<file path="config.mk">
export PLATFORM = sky130hd
export DESIGN_NAME = load_store_unit
export DESIGN_NICKNAME = d
export VERILOG_FILES = /design/src/rtl/load_store_unit.sv
export SDC_FILE = /design/constraint.sdc
export NUM_CORES = 1
export LEC_CHECK = 0
export CORE_AREA = 10 10 88 166
export CTS_BUF_LIST = sky130_fd_sc_hd__clkbuf_4
export CTS_CLUSTER_DIAMETER = 40
export DETAILED_ROUTE_END_ITERATION = 12
export DIE_AREA = 0 0 98 176
export PLACE_DENSITY = 0.79
export SLEW_MARGIN = 20
export SYNTH_ARGS = -nofsm -noshare
export SYNTH_HDL_FRONTEND = slang
export SYNTH_SLANG_ARGS = --single-unit
</file>
<file path="constraint.sdc">
create_clock -name clk -period 2.1 [get_ports clk]
set_input_delay 0.42 -clock clk [delete_from_list [all_inputs] [get_ports clk]]
set_output_delay 0.42 -clock clk [all_outputs]
set_load 0.005 [all_outputs]
</file>
<file path="src/rtl/load_store_unit.sv">
// -----------------------------------------------------------------------------
// load_store_unit
//
// Data-memory slot of the 5-stage RV32E pipeline (MEMPREP/MEMEX).
// Executes LB/LH/LW/LBU/LHU and SB/SH/SW over a single-outstanding
// req/gnt/rvalid data bus and returns the extended load word toward WB.
//
// Handshakes:
//   Core side : a request is accepted in the cycle where req_valid=1 and
//               req_ready=1 (req_ready is high only in IDLE). Completion is a
//               one-cycle rsp_valid pulse; rsp_data/fault/misaligned are only
//               meaningful in that cycle. stall is high while a bus access is
//               in flight, so the core holds MEMPREP.
//   Bus side  : bus_req stays high with stable addr/we/wdata/wstrb until the
//               cycle with bus_gnt=1. A write completes on gnt; a read then
//               waits for bus_rvalid=1 with bus_rdata.
//
// Ports:
//   clk, cpu_rst (async, active-low)
//   req_valid/req_we/req_funct3/req_addr/req_wdata : request from MEMPREP
//   req_ready, stall                                 : flow control to core
//   rsp_valid, rsp_data, fault, misaligned           : completion pulse
//   bus_req/bus_we/bus_addr/bus_wdata/bus_wstrb      : data bus request
//   bus_gnt/bus_rvalid/bus_rdata                     : data bus response
//   dbg_state                                        : current FSM state
//
// Parameters:
//   ADDR_W         : width of the word address bus_addr (req_addr[ADDR_W+1:2])
//   TIMEOUT_CYCLES : cycles allowed in ISSUE+WAIT before a fault; 0 disables
//
// Build option:
//   LSU_MISALIGN_TRAP_EN : when defined, misaligned halfword/word accesses
//   are not issued; they complete next cycle with misaligned=1. When not
//   defined, the low address bits are masked to the access size and the
//   misaligned output is always 0.
// -----------------------------------------------------------------------------
`timescale 1ns/1ps

module load_store_unit #(
  parameter int ADDR_W         = 12,
  parameter int TIMEOUT_CYCLES = 255
) (
  input  logic              clk,
  input  logic              cpu_rst,
  input  logic              req_valid,
  input  logic              req_we,
  input  logic [2:0]        req_funct3,
  input  logic [31:0]       req_addr,
  input  logic [31:0]       req_wdata,
  output logic              req_ready,
  output logic              stall,
  output logic              rsp_valid,
  output logic [31:0]       rsp_data,
  output logic              fault,
  output logic              misaligned,
  output logic              bus_req,
  output logic              bus_we,
  output logic [ADDR_W-1:0] bus_addr,
  output logic [31:0]       bus_wdata,
  output logic [3:0]        bus_wstrb,
  input  logic              bus_gnt,
  input  logic              bus_rvalid,
  input  logic [31:0]       bus_rdata,
  output logic [1:0]        dbg_state
);

  typedef enum logic [1:0] {
    S_IDLE  = 2'd0,
    S_ISSUE = 2'd1,
    S_WAIT  = 2'd2
  } state_t;

  // Access size comes from funct3[1:0] for both loads and stores:
  // 00 byte, 01 halfword, 1x word (covers the reserved encodings).
  localparam logic [1:0] SZ_B = 2'b00;
  localparam logic [1:0] SZ_H = 2'b01;

  localparam int              CNT_W    = (TIMEOUT_CYCLES > 2) ? $clog2(TIMEOUT_CYCLES) : 1;
  localparam logic [CNT_W-1:0] CNT_LAST = CNT_W'(TIMEOUT_CYCLES - 1);
  localparam bit              TO_EN    = (TIMEOUT_CYCLES != 0);

  state_t             state_q, state_d;
  logic [CNT_W-1:0]   cnt_q, cnt_d;

  // Captured request
  logic               we_q;
  logic [1:0]         size_q;
  logic               uns_q;
  logic [1:0]         off_q;
  logic [ADDR_W-1:0]  addr_q;
  logic [31:0]        wdata_q;
  logic [3:0]         wstrb_q;

  // Registered completion pulse
  logic               rsp_valid_q, rsp_valid_d;
  logic               fault_q, fault_d;
  logic               mis_q, mis_d;
  logic [31:0]        rsp_data_q, rsp_data_d;

  logic               accept;
  logic               trap;
  logic               mis_c;
  logic               timeout_hit;
  logic [1:0]         off_eff;
  logic [3:0]         wstrb_c;
  logic [31:0]        wdata_c;
  logic [31:0]        shifted;
  logic [31:0]        load_ext;

  // Address bits above the bus word address are not used by this bus.
  logic               unused_addr_bits;
  assign unused_addr_bits = ^req_addr[31:ADDR_W+2];

  assign accept = req_valid && (state_q == S_IDLE);

`ifdef LSU_MISALIGN_TRAP_EN
  assign mis_c = ((req_funct3[1:0] == SZ_H) && req_addr[0]) ||
                 (req_funct3[1] && (req_addr[1:0] != 2'b00));
`else
  assign mis_c = 1'b0;
`endif

  assign trap        = accept && mis_c;
  assign timeout_hit = TO_EN && (cnt_q == CNT_LAST);

  // Lane offset after masking to the access size; an aligned access is
  // unaffected, a misaligned one (only reachable without the trap) is
  // forced down to its natural boundary.
  always_comb begin
    case (req_funct3[1:0])
      SZ_B:    off_eff = req_addr[1:0];
      SZ_H:    off_eff = {req_addr[1], 1'b0};
      default: off_eff = 2'b00;
    endcase
  end

  always_comb begin
    wstrb_c = 4'b0000;
    wdata_c = req_wdata;
    if (req_we) begin
      case (req_funct3[1:0])
        SZ_B: begin
          wstrb_c = 4'b0001 << off_eff;
          wdata_c = {4{req_wdata[7:0]}};
        end
        SZ_H: begin
          wstrb_c = 4'b0011 << off_eff;
          wdata_c = {2{req_wdata[15:0]}};
        end
        default: begin
          wstrb_c = 4'b1111;
          wdata_c = req_wdata;
        end
      endcase
    end
  end

  // Load alignment and extension
  assign shifted = bus_rdata >> {off_q, 3'b000};

  always_comb begin
    case (size_q)
      SZ_B:    load_ext = uns_q ? {24'b0, shifted[7:0]}  : {{24{shifted[7]}},  shifted[7:0]};
      SZ_H:    load_ext = uns_q ? {16'b0, shifted[15:0]} : {{16{shifted[15]}}, shifted[15:0]};
      default: load_ext = shifted;
    endcase
  end

  // ---------------------------------------------------------------------------
  // FSM: state register
  // ---------------------------------------------------------------------------
  always_ff @(posedge clk or negedge cpu_rst) begin
    if (!cpu_rst) begin
      state_q <= S_IDLE;
    end else begin
      state_q <= state_d;
    end
  end

  // ---------------------------------------------------------------------------
  // FSM: next state. A bus event in the same cycle as the timeout wins.
  // ---------------------------------------------------------------------------
  always_comb begin
    state_d = state_q;
    case (state_q)
      S_IDLE: begin
        if (accept && !trap) state_d = S_ISSUE;
      end
      S_ISSUE: begin
        if (bus_gnt)          state_d = we_q ? S_IDLE : S_WAIT;
        else if (timeout_hit) state_d = S_IDLE;
      end
      S_WAIT: begin
        if (bus_rvalid || timeout_hit) state_d = S_IDLE;
      end
      default: state_d = S_IDLE;
    endcase
  end

  // ---------------------------------------------------------------------------
  // FSM: outputs. Completion flags are computed here and registered so that
  // the pulse appears the cycle after the deciding bus event.
  // ---------------------------------------------------------------------------
  always_comb begin
    req_ready   = (state_q == S_IDLE);
    stall       = (state_q != S_IDLE);
    bus_req     = (state_q == S_ISSUE);
    bus_we      = (state_q == S_ISSUE) && we_q;
    rsp_valid_d = 1'b0;
    fault_d     = 1'b0;
    mis_d       = 1'b0;
    rsp_data_d  = 32'h0;
    case (state_q)
      S_IDLE: begin
        if (trap) begin
          rsp_valid_d = 1'b1;
          mis_d       = 1'b1;
        end
      end
      S_ISSUE: begin
        if (bus_gnt) begin
          rsp_valid_d = we_q;
        end else if (timeout_hit) begin
          rsp_valid_d = 1'b1;
          fault_d     = 1'b1;
        end
      end
      S_WAIT: begin
        if (bus_rvalid) begin
          rsp_valid_d = 1'b1;
          rsp_data_d  = load_ext;
        end else if (timeout_hit) begin
          rsp_valid_d = 1'b1;
          fault_d     = 1'b1;
        end
      end
      default: ;
    endcase
  end

  // Counter holds 0 in IDLE, so it starts from 0 on every entry to ISSUE.
  assign cnt_d = (state_q == S_IDLE) ? '0 : cnt_q + CNT_W'(1);

  always_ff @(posedge clk or negedge cpu_rst) begin
    if (!cpu_rst) begin
      cnt_q       <= '0;
      we_q        <= 1'b0;
      size_q      <= 2'b00;
      uns_q       <= 1'b0;
      off_q       <= 2'b00;
      addr_q      <= '0;
      wdata_q     <= 32'h0;
      wstrb_q     <= 4'b0000;
      rsp_valid_q <= 1'b0;
      fault_q     <= 1'b0;
      mis_q       <= 1'b0;
      rsp_data_q  <= 32'h0;
    end else begin
      cnt_q       <= cnt_d;
      rsp_valid_q <= rsp_valid_d;
      fault_q     <= fault_d;
      mis_q       <= mis_d;
      rsp_data_q  <= rsp_data_d;
      if (accept && !trap) begin
        we_q    <= req_we;
        size_q  <= req_funct3[1:0];
        uns_q   <= req_funct3[2];
        off_q   <= off_eff;
        addr_q  <= req_addr[ADDR_W+1:2];
        wdata_q <= wdata_c;
        wstrb_q <= wstrb_c;
      end
    end
  end

  assign rsp_valid  = rsp_valid_q;
  assign rsp_data   = rsp_data_q;
  assign fault      = fault_q;
  assign misaligned = mis_q;
  assign bus_addr   = addr_q;
  assign bus_wdata  = wdata_q;
  assign bus_wstrb  = wstrb_q;
  assign dbg_state  = state_q;

endmodule

</file>
==> results of run 1 <==
cells in the mapped netlist (4+ instances only):
master | n | area, um2
xor2_1 | 5 | 43.79
ha_1 | 5 | 62.56
buf_2 | 11 | 55.05
nand3_1 | 5 | 25.02
o21ai_0 | 28 | 140.1
clkbuf_1 | 10 | 37.54
nand2_1 | 69 | 259.0
nor2b_1 | 13 | 81.33
inv_1 | 8 | 30.03
a211oi_1 | 23 | 172.7
nor2_1 | 41 | 153.9
dfrtp_1 | 98 | 2452
mux2i_1 | 32 | 320.3
mux2_2 | 32 | 360.4
a21oi_1 | 7 | 35.03
buf_6 | 4 | 45.04
o31ai_1 | 4 | 30.03
worst register-to-register path, delay by kind of cell (launching register included):
kind                   cells  cell delay, ns
AO/OA/AOI/OAI              1            0.25
buffers and inverters      1            0.35
flip-flops                 1            0.53
multiplexers               1            0.46
AND/OR/NAND/NOR            2            0.14
cell type report:
type / count / area (um2)
multi-input combinational: 289 / 1934
sequential: 98 / 2452
clock buffer: 10 / 75.07
fill: 1062 / 5376
clock inverter: 6 / 43.79
antenna: 1 / 2.502
timing repair buffer: 198 / 1954
inverter: 8 / 30.03
tap: 147 / 183.9
repair_timing:
| action | CTS | global route |
|---|---|---|
| resized for setup | 11 | 2 |
| buffers inserted | 4 | 1 |
| hold buffers | 1 | 0 |
| pin swaps | 0 | 0 |
| setup endpoints to repair | 4 | 2 |
| endpoints found under the hold margin | 37 | 0 |
power breakdown:
group          internal (mW)  switching, mW  leakage, nW
Sequential              2.49          0.396         1.26
Clock                  0.256          0.648       0.0546
Combinational           2.00           1.48         1.66
per-layer routing:
layer | GRT usage, % | up-vias | share of wire, %
met5 | 0 | - | 0
li1 | - | 1800 | -
met4 | 7.369 | 0 | 2.8
met2 | 30.00 | 133 | 55
met1 | 16.91 | 1836 | 36
met3 | 4.501 | 18 | 6.5
worst paths after layout:
path                          startpoint            end  slack [ns]  cells after the start
setup / recovery            dbg_state[0]         bus_we        0.14                      5
setup reg to reg                off_q[1]   rsp_data[11]        0.27                      5
hold / removal                   cpu_rst   rsp_data[20]        0.45                      2
min in group clk           bus_wdata[24]  bus_wdata[24]        0.50                      2
max in group asynchronous        cpu_rst  bus_wdata[27]        0.99                      3
hold reg to reg            bus_wdata[24]  bus_wdata[24]        0.50                      2
stage by stage:
step	area (um2)	hold WS (ns)	std cells	util [%]	setup TNS [ns]
floorplan	4532	0.1244	421	-	0
global placement	6485	0.4170	734	53.80	0
detailed placement	6485	0.4264	734	53.80	0
CTS	6669	0.4393	755	55.33	-0.02915
global route	6676	0.4674	757	55.39	0
finish	6676	0.4521	757	55.39	0
state kept, by name (all words and copies together), names as in the netlist, 2 cells and up:
signal / cells
bus_wdata: 32
rsp_data: 32
bus_addr: 12
cnt_q: 8
bus_wstrb: 4
dbg_state: 2
off_q: 2
size_q: 2
kinds of logic after synthesis:
group / synth area share, %
muxes: 15.52
adders and majority gates: 1.380
and+or+nand+nor: 13.94
other: 0.08275
buffers and inverters: 3.865
DFF: 54.11
AOI/OAI and AO/OA: 9.746
xor gates and xnor gates: 1.353
==> results.ini, run 1 <==
[outcome]
outcome = complete, no violations

[final_layout]
fin_nets = 714
syn_to_final_growth_pct = 47.32
final_layout_size_suffix_gt1_share_pct = 13.79
final_cell_mix = 169 x clkdlybuf4s50_1, 98 x dfrtp_1, 68 x nand2_1, 41 x nor2_1
final_common_cell = clkdlybuf4s50_1

[logic_synthesis]
ys_ff_latch = 98
yosysSeqAreaShare_pct = 54.11
async_flop_share_pct = 100.0
synth_cell_type_count = 38
ys.flop_type = dfrtp_1
syn_nets = 531
syn_avg_cell_area_um2 = 10.76
synth_warnings = 0
netlist_area_um2 = 4532
synth_cells = 421
synth-edff-count = 0

[placement]
numPortBuffers = 174
place_ws_ns = 0.1487
routabilityCongestion = 0.8646
hpwl_mm = 11.37

[critical_path]
critPathMaxStageDelay_ns = 0.40
required_ns = 1.68
path_class = flop to primary output
cp_slowest_cell = dfrtp_1
crit_chain = buf_4, buf_4, ha_4, and2_4, clkbuf_2
crit_buf_inv = 3
crit_path_end_kind = primary output
cp_top_family = flip-flops
cpMostUsedCell = buf_4
worstPathArrival_ns = 1.54
worst_setup_path_start_kind = flop
path_max_fanout = 5

[power_and_ir_drop]
irDropWorstVdd_mv = 0.5956
leakage_nw = 2.980
power_mw = 7.269
p_per_area_nw_per_um2 = 1089

[die]
num_rows = 57
pin_count = 194
die_area_um2 = 17250
die_h_um = 176
die_x_um = 98
initial_core_util_pct = 37.60
core_um2 = 12050

[global_route]
grt_max_degree = 47
grt_first_pass_wirelength_mm = 22.54
track_usage_pct = 16.44
antenna_found_initial = 1
grt-ovfl-total = 0
grt_pass1_vias = 4109

[timing]
setup_slack_ns = 0.1398
slew_violations = 0
tightest_slew_ns = 0.6245
finalClockSkew_ns = 0.01978
fin_crit_sh_pct = 93.34
rsz0062_at_grt = false
setup_viol = 0
fmax_mhz = 510.2
min_period_ns = 1.960
worst_slew_margin_rel_pct = 58.37
finalHoldViolations = 0

[clock_network]
cts_tree = yes
cts_buffers = 9
htreeDepth = 3
insertion_delay_ns = 0.45
clock_sinks = 98
cts.path.max_buffers = 2
path_clk_slew_ns = 0.16
clock-root-buffer = clkbuf_4

[route]
drt_iter0_drc = 150
vias = 3787
drt_wl_total_mm = 14.51
post_drt_wl_per_cell_um = 19.16
first_pass_iters = 4
avgViaCountPerCell = 5.003
post-route-drc-count = 0
ant_nets = 0

[min_path]
min_path_type = input pin to asynchronous set/reset pin

[flow_run]
cap_violations = 0

Note: power is estimated with default switching activity, not from simulation.
==> inputs of run 2 (changes only) <==
--- a/config.mk
+++ b/config.mk
@@ -10,6 +10,7 @@
 export CTS_CLUSTER_DIAMETER = 40
 export DETAILED_ROUTE_END_ITERATION = 12
 export DIE_AREA = 0 0 98 176
+export HOLD_SLACK_MARGIN = 0.06
 export PLACE_DENSITY = 0.79
 export SLEW_MARGIN = 20
 export SYNTH_ARGS = -nofsm -noshare
==> results of run 2 <==
The final DEF is identical to that of run 1; final timing and power are the same.
==> inputs of run 3 (changes only) <==
==> config.mk (replaced) <==
export PLATFORM = sky130hd
export DESIGN_NAME = load_store_unit
export DESIGN_NICKNAME = d
export VERILOG_FILES = /design/src/rtl/load_store_unit.sv
export SDC_FILE = /design/constraint.sdc
export NUM_CORES = 1
export LEC_CHECK = 0
export CELL_PAD_IN_SITES_DETAIL_PLACEMENT = 0
export CELL_PAD_IN_SITES_GLOBAL_PLACEMENT = 1
export CORE_AREA = 10 10 94 179
export CTS_BUF_LIST = sky130_fd_sc_hd__clkbuf_4
export CTS_CLUSTER_DIAMETER = 40
export DETAILED_ROUTE_END_ITERATION = 12
export DIE_AREA = 0 0 104 189
export HOLD_SLACK_MARGIN = 0.06
export PLACE_DENSITY = 0.88
export SLEW_MARGIN = 0
export SYNTH_ARGS = -nofsm -noshare
export SYNTH_HDL_FRONTEND = slang
export SYNTH_SLANG_ARGS = --single-unit
==> results.ini, run 3 (synthesis results as in run 1) <==
[route]
post_drt_wl_per_cell_um = 18.53
vias = 3820
drt_wl_total_mm = 14.82
avgViaCountPerCell = 4.775
ant_nets = 0
first_pass_iters = 4
post-route-drc-count = 0
drt_iter0_drc = 83

[critical_path]
worstPathArrival_ns = 1.60
worst_setup_path_start_kind = flop
cp_slowest_cell = dfrtp_1
r2r-end = rsp_data[30]
crit_path_end_kind = primary output
path_class = flop to primary output
required_ns = 1.68
r2r_start = off_q[1]
r2r_slack_ns = 0.35
critPathMaxStageDelay_ns = 0.43
path_max_fanout = 5
crit_chain = buf_4, ha_4, and2_1, clkdlybuf4s15_1
worst-r2r-cell-count = 6

[final_layout]
final_layout_size_suffix_gt1_share_pct = 13.75
fin_nets = 717
final_util_pct = 48.84
final_common_cell = clkdlybuf4s50_1
diodes = 0
fillCellCount = 1341
multi_input_area_um2 = 1932
final_cell_mix = 169 x clkdlybuf4s50_1, 98 x dfrtp_1, 68 x nand2_1, 41 x nor2_1
regArea_um2 = 2452
syn_to_final_growth_pct = 49.70

[outcome]
outcome = complete, no violations

[power_and_ir_drop]
irDropWorstVdd_mv = 0.5992
leakage_nw = 3.009
p_per_area_nw_per_um2 = 1098

[die]
die_h_um = 189
initial_core_util_pct = 32.62
core_um2 = 13890
die_x_um = 104
die_area_um2 = 19660
num_rows = 61
pin_count = 194

[flow_run]
cap_violations = 0

[clock_network]
cts_buffers = 9
clock_sinks = 98
clock-root-buffer = clkbuf_4
path_clk_slew_ns = 0.15
insertion_delay_ns = 0.44
cts_tree = yes
cts.path.max_buffers = 2
htreeDepth = 3

[timing]
finalClockSkew_ns = 0.01720
slew_violations = 0
fin_crit_sh_pct = 96.07
min_period_ns = 2.017
tightest_slew_ns = 0.5559
worst_slew_margin_rel_pct = 62.94
rsz0062_at_grt = false
fmax_mhz = 495.7
setup_tns_ns = 0
finalHoldViolations = 0
setup_viol = 0

[global_route]
grt_pass1_vias = 4298
grt_max_degree = 69
track_usage_pct = 15.04
antenna_found_initial = 0
grt_first_pass_wirelength_mm = 23.50
grt-ovfl-total = 0

[placement]
numPortBuffers = 174
routabilityCongestion = 0.8579
hpwl_mm = 12.03

[min_path]
min_path_type = input pin to asynchronous set/reset pin

run 3: routing by layer:
layer | track usage, % | share of wire [%]
met5 | 0 | 0
met4 | 7.212 | 3.7
met3 | 6.224 | 8.5
met2 | 28.04 | 54
met1 | 13.62 | 34
run 3: final cells by class:
type | count | share of cell area [%]
tap | 189 | 3.486
timing repair buffer | 201 | 29.16
multi-input combinational | 289 | 28.48
clock buffer | 10 | 1.107
inverter | 8 | 0.4426
sequential | 98 | 36.15
clock inverter | 5 | 1.180
run 3: how the worst max path moves through the flow:
stage | startpoint | endpoint | slack (ns)
2_1_floorplan | dbg_state[0] | bus_addr[3] | 0.50
3_3_place_gp | bus_rdata[31] | rsp_data[8] | 0.12
3_5_place_dp | bus_rdata[31] | rsp_data[11] | 0.07
4_1_cts | dbg_state[0] | bus_we | 0.05
5_1_grt | dbg_state[0] | bus_we | 0.0001
6_report | dbg_state[0] | bus_we | 0.08
run 3: repair_timing:
item / CTS / global route
hold buffers: 1 / 0
resized for setup: 12 / 0
hold endpoints to repair: 41 / 0
setup buffers: 4 / 0
setup endpoints to repair: 4 / 0
run 3: where the power goes:
part,total [mW],switching (mW),internal (mW)
Combinational,3.49,1.51,1.98
Clock,1.11,0.623,0.489
Sequential,2.85,0.362,2.49
Total,7.45,2.49,4.96
run 3: worst max-delay path, delay by kind of cell, from the launching register on:
family	cells	cell delay (ns)
DFF	1	0.43
buffers and inverters	2	0.38
and+or+nand+nor	1	0.18
adders and majority gates	1	0.17
run 3: per-stage QoR:
| stage | total power, mW | instances | worst slack (ns) | hold WS [ns] | cell area (um2) |
|---|---|---|---|---|---|
| after floorplan | 4.373 | 421 | 0.4955 | 0.1244 | 4532 |
| after global placement | 6.256 | 780 | 0.1163 | 0.4360 | 6568 |
| after detailed placement | 6.351 | 780 | 0.06601 | 0.4429 | 6568 |
| after CTS | 7.570 | 800 | 0.05162 | 0.4735 | 6784 |
| after global routing | 7.995 | 800 | 0.0001185 | 0.4936 | 6784 |
| final | 7.451 | 800 | 0.08257 | 0.4747 | 6784 |
